**src/rtl/llnn_pkg.sv**
```systemverilog
// Shared types and sizing helpers for the LLNN batch sequencer.
package llnn_pkg;

    typedef enum logic [1:0] {IDLE, LOAD, SETTLE, EMIT} state_t;

    // Number of stream words needed to cover the network input vector.
    function automatic int words_f(input int net_inputs, input int word_w);
        return (net_inputs + word_w - 1) / word_w;
    endfunction

    // Word index width; never zero, so a single-word sample still gets a bit.
    function automatic int idx_w_f(input int words);
        return (words > 1) ? $clog2(words) : 1;
    endfunction

    localparam int DEF_WORDS = words_f(400, 32);
    localparam int DEF_IDX_W = idx_w_f(DEF_WORDS);

endpackage

```
**src/rtl/llnn_input_packer.sv**
```systemverilog
// Packs LSW-first stream words into the registered network input vector.
module llnn_input_packer
    import llnn_pkg::*;
#(
    parameter int NET_INPUTS = 400,
    parameter int WORD_W     = 32
) (
    input  logic                  clk,
    input  logic                  rst,
    input  logic                  clear,
    input  logic                  wr,
    input  logic [WORD_W-1:0]     data,
    output logic                  last,
    output logic [NET_INPUTS-1:0] net_i
);

    localparam int WORDS  = words_f(NET_INPUTS, WORD_W);
    localparam int IDX_W  = idx_w_f(WORDS);
    localparam int LAST_LO = (WORDS - 1) * WORD_W;
    localparam int LAST_W  = NET_INPUTS - LAST_LO;

    logic [IDX_W-1:0] idx;

    assign last = (idx == IDX_W'(WORDS - 1));

    // Index sits at 0 outside LOAD, so every sample and every restart begins at word 0.
    always_ff @(posedge clk) begin
        if (rst || clear)
            idx <= '0;
        else if (wr)
            idx <= last ? '0 : idx + 1'b1;
    end

    always_ff @(posedge clk) begin
        if (rst) begin
            net_i <= '0;
        end else if (wr) begin
            for (int k = 0; k < WORDS - 1; k++)
                if (idx == IDX_W'(k))
                    net_i[k*WORD_W +: WORD_W] <= data;
            // Final word only contributes its low LAST_W bits.
            if (last)
                net_i[LAST_LO +: LAST_W] <= data[LAST_W-1:0];
        end
    end

endmodule

```
**src/rtl/llnn_batch_sequencer.sv**
```systemverilog
// Streams a batch of samples through the combinational LLNN network, one result per sample.
module llnn_batch_sequencer
    import llnn_pkg::*;
#(
    parameter int NET_INPUTS    = 400,
    parameter int NET_OUTPUTS   = 4,
    parameter int WORD_W        = 32,
    parameter int SETTLE_CYCLES = 2
) (
    input  logic                   clk,
    input  logic                   rst,
    input  logic                   start,
    input  logic                   abort,
    input  logic [15:0]            batch_len,
    output logic                   busy,
    output logic                   done,
    output logic [15:0]            samples_done,
    input  logic [WORD_W-1:0]      s_data,
    input  logic                   s_valid,
    output logic                   s_ready,
    output logic [NET_OUTPUTS-1:0] m_data,
    output logic                   m_valid,
    input  logic                   m_ready,
    output logic [NET_INPUTS-1:0]  net_i,
    input  logic [NET_OUTPUTS-1:0] net_o
);

    localparam int CNT_W = (SETTLE_CYCLES > 1) ? $clog2(SETTLE_CYCLES) : 1;

    state_t           state, state_nxt;
    logic [15:0]      len_q;
    logic [CNT_W-1:0] cnt;
    logic             start_go, word_wr, last_word, res_hs, last_sample;

    assign start_go    = start && !abort;
    assign word_wr     = (state == LOAD) && s_valid && !abort;
    assign res_hs      = (state == EMIT) && m_ready && !abort;
    assign last_sample = (samples_done + 16'd1) == len_q;

    llnn_input_packer #(
        .NET_INPUTS (NET_INPUTS),
        .WORD_W     (WORD_W)
    ) u_packer (
        .clk   (clk),
        .rst   (rst),
        .clear (state != LOAD),
        .wr    (word_wr),
        .data  (s_data),
        .last  (last_word),
        .net_i (net_i)
    );

    always_ff @(posedge clk) begin
        if (rst)
            state <= IDLE;
        else
            state <= state_nxt;
    end

    always_comb begin
        state_nxt = state;
        unique case (state)
            IDLE:    if (start_go && batch_len != 16'd0) state_nxt = LOAD;
            LOAD:    if (abort) state_nxt = IDLE;
                     else if (word_wr && last_word) state_nxt = SETTLE;
            SETTLE:  if (abort) state_nxt = IDLE;
                     else if (cnt == '0) state_nxt = EMIT;
            EMIT:    if (abort) state_nxt = IDLE;
                     else if (res_hs) state_nxt = last_sample ? IDLE : LOAD;
            default: state_nxt = IDLE;
        endcase
    end

    always_comb begin
        busy    = (state != IDLE);
        s_ready = (state == LOAD);
        m_valid = (state == EMIT);
    end

    always_ff @(posedge clk) begin
        if (rst) begin
            len_q        <= '0;
            cnt          <= '0;
            m_data       <= '0;
            samples_done <= '0;
            done         <= 1'b0;
        end else begin
            done <= 1'b0;
            if (state == IDLE && start_go) begin
                if (batch_len != 16'd0) begin
                    len_q        <= batch_len;
                    samples_done <= '0;
                end else begin
                    done <= 1'b1;
                end
            end
            if (word_wr && last_word)
                cnt <= CNT_W'(SETTLE_CYCLES - 1);
            // net_i has been stable for SETTLE_CYCLES when the counter reaches 0.
            if (state == SETTLE && !abort) begin
                if (cnt == '0)
                    m_data <= net_o;
                else
                    cnt <= cnt - 1'b1;
            end
            if (res_hs) begin
                samples_done <= samples_done + 16'd1;
                if (last_sample)
                    done <= 1'b1;
            end
        end
    end

endmodule

```
**config.mk**
```make
export PLATFORM = sky130hd
export DESIGN_NAME = llnn_batch_sequencer
export DESIGN_NICKNAME = d
export VERILOG_FILES = /design/src/rtl/llnn_pkg.sv /design/src/rtl/llnn_input_packer.sv /design/src/rtl/llnn_batch_sequencer.sv
export SDC_FILE = /design/constraint.sdc
export NUM_CORES = 1
export LEC_CHECK = 0
export BUFFER_PORTS_ARGS = -buffer_cell sky130_fd_sc_hd__buf_2
export CAP_MARGIN = 40
export CORE_AREA = 2 2 186 188
export DETAILED_ROUTE_END_ITERATION = 12
export DIE_AREA = 0 0 188 190
export PLACE_DENSITY = 0.76
export SLEW_MARGIN = 0
export SYNTH_ARGS = -nofsm -noshare
export SYNTH_HDL_FRONTEND = slang
export SYNTH_SLANG_ARGS = --single-unit
```
**constraint.sdc**
```tcl
create_clock -name clk -period 6 [get_ports clk]
set_clock_uncertainty 0.1 [all_clocks]
set_input_delay 0.3 -clock clk [delete_from_list [all_inputs] [get_ports clk]]
set_output_delay 0.3 -clock clk [all_outputs]
set_load 0.005 [all_outputs]
```
==> metrics, run 1 <==
sequential area share after synthesis between 50 and 60%; type of element capturing the critical path flop; Max IR drop VDD about 0.27 mV; number of search-and-repair iterations in the first detailed-routing pass 7; cell with the most instances after synthesis sky130_fd_sc_hd__nand2_1; static leakage ~8.6 nW; Min Clock Period, post-route around 2.9 ns; type of the tightest min-delay check input pin to flop; post-synthesis area per instance 7.76 µm²; maximum clock path buffer count 3; Net Count, Synth ~2200; Synth Cell Area between 15000 and 20000 µm²; chip width between 150 and 200 µm; proportion of register bits with asynchronous set or reset after synthesis 0%; post-synthesis cell type with the largest combined area sky130_fd_sc_hd__dfxtp_1; initial core utilization slightly below 50%; synthesized flop and latch total between 400 and 500; DRC Markers 0; power density cells about 300 nW/µm²; number of pins with negative max-slew slack in the final report 0; area enclosed by the die boundary approximately 36000 µm²; # fillers 2934; outcome completed; via count of the first global-routing pass 15740; Mapped Cells between 2000 and 2500; max_cap viols 0; total CTS buffers 44; layout cells sized above 1 between 20% and 30%; number of antenna violations at the first check in global routing 1; quantity of gates resized following cts 0; Vias per Instance 5.52; maximum number of pins on one net before global-route repair between 150 and 200; Data arrival, critical path between 3 and 4 ns; critical path start-end classification input pin to flop; first-pass GRT wire length between 90000 and 100000 µm; worst-margin pin slew between 0.9 and 1 ns; required arrival time at the worst endpoint around 6.4 ns; HPWL reported at the end of detailed placement around 40000 µm; Port Buffers a little under 500; Slowest cell on crit path sky130_fd_sc_hd__a21oi_1; GRT Total Usage around 32%; number of nets in the final layout around 2600; Most Frequent Cell on Critical Path sky130_fd_sc_hd__a21oi_1; Total Routed Length roughly 60000 µm; Area Growth Syn to Fin 26.5%; CP startpoint kind input pin; hold slack final about 0.037 ns; number of DRC violations after detailed-routing iteration 0 approximately 1200; Distinct cells, synth 60; CTS clk-pin slew, worst paths 0.06 ns; global route overflow 0; final critical-path share of the clock period between 40% and 50%; number of synthesized flops with an enable pin 0; count of final setup violators 0; total count of hold-check failures in the final report 0; post-CTS repair timing setup buffer count 0; final weighted congestion in routability-driven placement between 0.9 and 1; vias after detailed routing roughly 17000; most numerous cell types in the synthesized netlist sky130_fd_sc_hd__nand2_1, sky130_fd_sc_hd__a21oi_1, sky130_fd_sc_hd__dfxtp_1, sky130_fd_sc_hd__clkbuf_1, sky130_fd_sc_hd__buf_2; site row count around 70; I/O pins a little under 500; clock network latency to the later pin of the worst-skew pair ~0.56 ns; max frequency ~350 MHz; final total negative setup slack 0 ns; count of warnings emitted by yosys 0; clock sinks 444; Routed wire per std cell a little under 20 µm; master cell of the clock root buffer sky130_fd_sc_hd__clkbuf_16; Placeable Area ~34000 µm²; setup repair after global routing missed its margin false; top cells by area, synth sky130_fd_sc_hd__dfxtp_1, sky130_fd_sc_hd__nand2_1, sky130_fd_sc_hd__a21oi_1; max_slew headroom approximately a third; number of antenna-violating nets in the routed design 0; DIE HEIGHT 190 µm; maximum fanout along the worst path 20; CTS tree built; cts hold-fix bufs 21; most instantiated flip-flop cell in the synthesis netlist sky130_fd_sc_hd__dfxtp_1; H-tree depth reported by CTS 2; CP peak stage delay around 0.73 ns; area share of the leading cell type in the synthesized netlist 53.7%; cells along the critical path dlygate4sd3_1, buf_2, nor4_1, nand4_1, a21oi_1, buf_4, a21oi_1, a211oi_1
==> through the flow <==
stage	instance area, µm²	total power [mW]	worst slack, ns	instances	utilization [%]
2_1_floorplan	16600	3.13	3.61	2132	-
3_3_place_gp	18800	3.22	3.11	2894	55.4
6_report	20900	6.19	3.11	3013	61.7
3_5_place_dp	19100	3.22	3.20	2909	56.3
5_1_grt	20900	6.35	2.86	3013	61.7
4_1_cts	20900	6.21	3.25	3012	61.7
==> cell type report <==
| cell class | count | area (µm²) | share of cell area (%) |
|---|---|---|---|
| flip-flops and latches | 444 | 8890 | 42.5 |
| clock buffers | 57 | 1240 | 5.92 |
| multi-input cells | 1492 | 6780 | 32.4 |
| repair buffers | 534 | 3070 | 14.7 |
| diodes | 1 | 2.50 | 0.0120 |
| well taps | 455 | 569 | 2.72 |
| clock inverters | 25 | 365 | 1.75 |
| inverters | 5 | 18.8 | 0.0897 |
==> worst paths after layout <==
check                              startpoint                               end  slack, ns  depth (start not counted)
max                             batch_len[11]      samples_done[4]$_SDFFE_PP0P_       3.11                          8
min                                     abort             state[1]$_SDFFE_PP0P_       0.04                          4
max reg2reg      samples_done[4]$_SDFFE_PP0P_                   done$_SDFF_PP0_       3.17                          7
min reg2reg  u_packer.net_i[258]$_SDFFE_PP0P_  u_packer.net_i[258]$_SDFFE_PP0P_       0.35                          2
==> registers in the layout, summed over array words and instances (netlist names) <==
name,flops
u_packer.net_i,400
len_q,16
samples_done,16
m_data,4
u_packer.idx,4
state,2
cnt,1
done,1
==> cells by family after synthesis <==
| logic type | share of synthesized area (%) |
|---|---|
| and+or+nand+nor | 23.9 |
| buffers and inverters | 5.40 |
| muxes | 0.242 |
| DFF | 53.7 |
| adders and majority gates | 0.378 |
| xor gates and xnor gates | 1.16 |
| AOI/OAI and AO/OA | 15.2 |
==> where the power goes <==
| part | switching, mW | internal (mW) |
|---|---|---|
| registers | 0.00797 | 2.96 |
| logic | 0.161 | 0.0497 |
| clock network | 1.20 | 1.82 |
==> per-layer routing <==
layer  routed length [µm]  track usage, %
met2                28000            54.0
met5                    0               0
met4                 3600            18.3
met1                21900            37.5
met3                 6340            8.60
==> critical path, delay by kind of cell <==
family	cells	cell delay (ns)
and+or+nand+nor	2	0.99
buffers and inverters	3	0.94
AOI/OAI and AO/OA	3	1.03
==> cells in the final DEF (no fill, tap or decap), types with 7 or more instances in the layout <==
cell type | netlist | layout
sky130_fd_sc_hd__clkinv_2 | 0 | 12
sky130_fd_sc_hd__dfxtp_1 | 444 | 444
sky130_fd_sc_hd__and2_1 | 13 | 14
sky130_fd_sc_hd__nor4_1 | 7 | 7
sky130_fd_sc_hd__buf_16 | 0 | 9
sky130_fd_sc_hd__nand4_1 | 10 | 10
sky130_fd_sc_hd__dlygate4sd3_1 | 0 | 21
sky130_fd_sc_hd__o21ai_0 | 21 | 21
sky130_fd_sc_hd__nand3_1 | 24 | 24
sky130_fd_sc_hd__nor3_1 | 9 | 9
sky130_fd_sc_hd__buf_4 | 17 | 19
sky130_fd_sc_hd__xor2_1 | 9 | 9
sky130_fd_sc_hd__buf_2 | 32 | 481
sky130_fd_sc_hd__clkbuf_8 | 1 | 9
sky130_fd_sc_hd__xnor2_1 | 13 | 13
sky130_fd_sc_hd__a21oi_1 | 446 | 446
sky130_fd_sc_hd__clkbuf_16 | 0 | 44
sky130_fd_sc_hd__nand2_1 | 850 | 850
sky130_fd_sc_hd__nor2_1 | 21 | 20
sky130_fd_sc_hd__bufinv_16 | 0 | 8
Power figures use the tool's default switching activity.
==> inputs of run 2 (changes only) <==
- ABC_AREA: not set -> 1
- CORE_AREA: 2 2 186 188 -> not set
- CORE_UTILIZATION: not set -> 46
- DIE_AREA: 0 0 188 190 -> not set
- PLACE_DENSITY: 0.76 -> 0.75
- clock period: 6 -> 2.3 ns (I/O delays scaled with it)
==> metrics, run 2 <==
outcome completed; ant diodes 0 (-1); max_cap viols 0 (unchanged); Buffers & Inverters on Critical Path 3 (unchanged); I/O pins 482 (unchanged); number of nets in the final layout 2702 (+4.6%); count of warnings emitted by yosys 0 (unchanged); initial core utilization 46.9% (-1.9 points); Mapped Cells 2162 (+1.4%); maximum fanout along the worst path 32 (+60%); Largest register FFs 400 (unchanged); number of DRC violations after detailed-routing iteration 0 1245 (+1.9%); number of search-and-repair iterations in the first detailed-routing pass 5 (-2); setup slack at placement 0.154 ns (-3.05 ns); Vias per Instance 5.30 (-4.0%); number of synthesized flops with an enable pin 0 (unchanged); H-tree depth reported by CTS 2 (unchanged); type of the tightest min-delay check input pin to flop; Area Growth Syn to Fin 30.7%; post-synthesis cell type with the largest combined area sky130_fd_sc_hd__dfxtp_1; register bank with the most flops u_packer.net_i; top cells by area, synth sky130_fd_sc_hd__dfxtp_1, sky130_fd_sc_hd__nor2_1, sky130_fd_sc_hd__o21ai_0; DRC Markers 0 (unchanged); count of final setup violators 0 (unchanged); number of antenna violations at the first check in global routing 0 (-1); total count of hold-check failures in the final report 0 (unchanged); Port Buffers 481 (unchanged); final weighted congestion in routability-driven placement 0.966 (+6.9%); DIE HEIGHT 190 µm (about the same); Data arrival, critical path 2.57 ns (-0.69 ns); max_slew headroom 53.5% (+18 points); Routed wire per std cell 19.1 µm (-3.7%); first-pass GRT wire length 90100 µm (-0.23%); commonest non-fill, non-tap cells in the layout sky130_fd_sc_hd__nor2_1, sky130_fd_sc_hd__buf_2, sky130_fd_sc_hd__dfxtp_1, sky130_fd_sc_hd__o21ai_0, sky130_fd_sc_hd__nand2_1; vias after detailed routing 16573 (-0.35%); maximum clock path buffer count 3 (unchanged); most common cell after layout, fill and taps aside sky130_fd_sc_hd__nor2_1; post-synthesis area per instance 7.53 µm² (-3.0%); synthesized flop and latch total 444 (unchanged); worst-margin pin slew 0.697 ns (-0.276 ns); clock network latency to the later pin of the worst-skew pair 0.56 ns (about the same); most instantiated flip-flop cell in the synthesis netlist sky130_fd_sc_hd__dfxtp_1; total chip power 17.1 mW (+180%); DP Cell Count 2986 (+2.6%); Max IR drop VDD 0.777 mV (+190%); critical path start-end classification flop to flop; hold slack final 0.250 ns (+0.213 ns); Total Routed Length 59900 µm (about the same); number of antenna-violating nets in the routed design 0 (unchanged); non-filler instance count after layout 3128 (+3.8%); type of element capturing the critical path flop; CP peak stage delay 0.40 ns (-0.33 ns); cell with the most instances after synthesis sky130_fd_sc_hd__nor2_1; HPWL reported at the end of detailed placement 39100 µm (-1.5%); Min Clock Period, post-route around 2.2 ns; Placeable Area 34700 µm² (+2.3%); maximum number of pins on one net before global-route repair 100 (-44%); cells along the critical path inv_2, nor2_4, nand2_4, nor2_4, inv_2, nor3_4, buf_4, o21ai_0, nor2_1; most numerous cell types in the synthesized netlist sky130_fd_sc_hd__nor2_1, sky130_fd_sc_hd__dfxtp_1, sky130_fd_sc_hd__o21ai_0, sky130_fd_sc_hd__nand2_1, sky130_fd_sc_hd__clkbuf_1; master cell of the clock root buffer sky130_fd_sc_hd__clkbuf_16; sequential area share after synthesis 54.6% (+0.89 points); CP startpoint kind flop; CTS clk-pin slew, worst paths 0.06 ns (about the same); global route overflow 0 (unchanged); area after detailed placement 19000 µm² (-0.35%); required arrival time at the worst endpoint 2.69 ns (-3.68 ns); final critical-path share of the clock period 94.9%; Synth Cell Area 16300 µm² (-1.6%); number of pins with negative max-slew slack in the final report 0 (unchanged); max frequency about 460 MHz; area enclosed by the die boundary 36200 µm² (+1.2%); setup slack after layout 0.117 ns (-2.99 ns); via count of the first global-routing pass 15776 (+0.23%); critical path's top delay family simple AND/OR/NAND/NOR gates; proportion of register bits with asynchronous set or reset after synthesis 0% (unchanged); post-route standard cell area excluding fillers 21300 µm² (+1.7%); static leakage 10.8 nW (+26%); power density cells 804 nW/µm² (+170%); clock sinks 444 (unchanged); largest registers in the final layout u_packer.net_i (400), len_q (16), samples_done (16); layout cells sized above 1 23.8% (-0.10 points); chip width 190 µm (+1.1%); area share of the leading cell type in the synthesized netlist 54.6% (+0.89 points); Slowest cell on crit path sky130_fd_sc_hd__dfxtp_1; Net Count, Synth 2225 (+1.4%); GRT Total Usage 32.3% (about the same); CTS tree built; total CTS buffers 45 (+2.3%); site row count 68 (unchanged); Distinct cells, synth 30 (-50%)
## run 2: cell types whose count changed after synthesis, sizes merged, moves of 7 or more
cell / before / now
xor2: 9 / 2
a21oi: 446 / 31
inv: 5 / 58
o21ai: 21 / 424
and2: 14 / 1
clkbuf: 136 / 105
nand2: 850 / 112
nor2: 22 / 860
xnor2: 13 / 3
## run 2: worst paths after layout
check                                   startpoint                                to  slack [ns]  cells past startpoint
setup / recovery             state[0]$_SDFFE_PP0P_  u_packer.net_i[186]$_SDFFE_PP0P_        0.12                      9
hold / removal                       batch_len[11]            len_q[11]$_SDFFE_PP0P_        0.25                      4
setup reg to reg             state[0]$_SDFFE_PP0P_  u_packer.net_i[186]$_SDFFE_PP0P_        0.12                      9
hold reg to reg   u_packer.net_i[393]$_SDFFE_PP0P_  u_packer.net_i[393]$_SDFFE_PP0P_        0.37                      2
## run 2: repair_timing
action	4_1_cts	5_1_grt
setup buffers	0	1
hold buffers	60	0
gates resized for setup	0	9
endpoints found under the hold margin	416	0
setup endpoints to repair	0	23
## run 2: where the power goes
part	internal, mW	switching, mW
Clock	4.81	3.10
Combinational	0.425	0.832
Sequential	7.84	0.0993
Total	13.1	4.03
## run 2: cell families (layout without fill, tap and decap cells)
| group | count (synthesis) | in the layout | share of synthesized area (%) |
|---|---|---|---|
| buffers and inverters | 217 | 728 | 5.23 |
| DFF | 444 | 444 | 54.6 |
| xor gates and xnor gates | 7 | 7 | 0.553 |
| AOI/OAI and AO/OA | 458 | 458 | 14.1 |
| adders and majority gates | 5 | 5 | 0.384 |
| and+or+nand+nor | 1031 | 1031 | 25.1 |
## run 2: tightest hold or removal path: cells and delay by family
| kind | cells | cell delay [ns] |
|---|---|---|
| buffers and inverters | 2 | 0.63 |
| and+or+nand+nor | 2 | 0.13 |
## run 2: area by class of cell
class	count	area, µm²
multi-input cells	1501	6570
flip-flops and latches	444	8890
clock buffers	65	1330
inverters	58	229
fillers	3033	13400
repair buffers	589	3420
clock inverters	16	273
well taps	455	569
## run 2: metal layers
| layer | track usage (%) | wire length, µm |
|---|---|---|
| met1 | 40.1 | 23500 |
| met2 | 51.7 | 27300 |
| met3 | 7.58 | 5930 |
| met4 | 17.7 | 3130 |
| met5 | 0 | 0 |
## run 2: stage by stage
| step | utilization, % | setup TNS, ns |
|---|---|---|
| global placement | 54.9 | 0 |
| global route | 61.3 | -0.0163 |
| detailed placement | 54.9 | 0 |
| finish | 61.3 | 0 |
| floorplan | - | 0 |
| CTS | 61.2 | 0 |
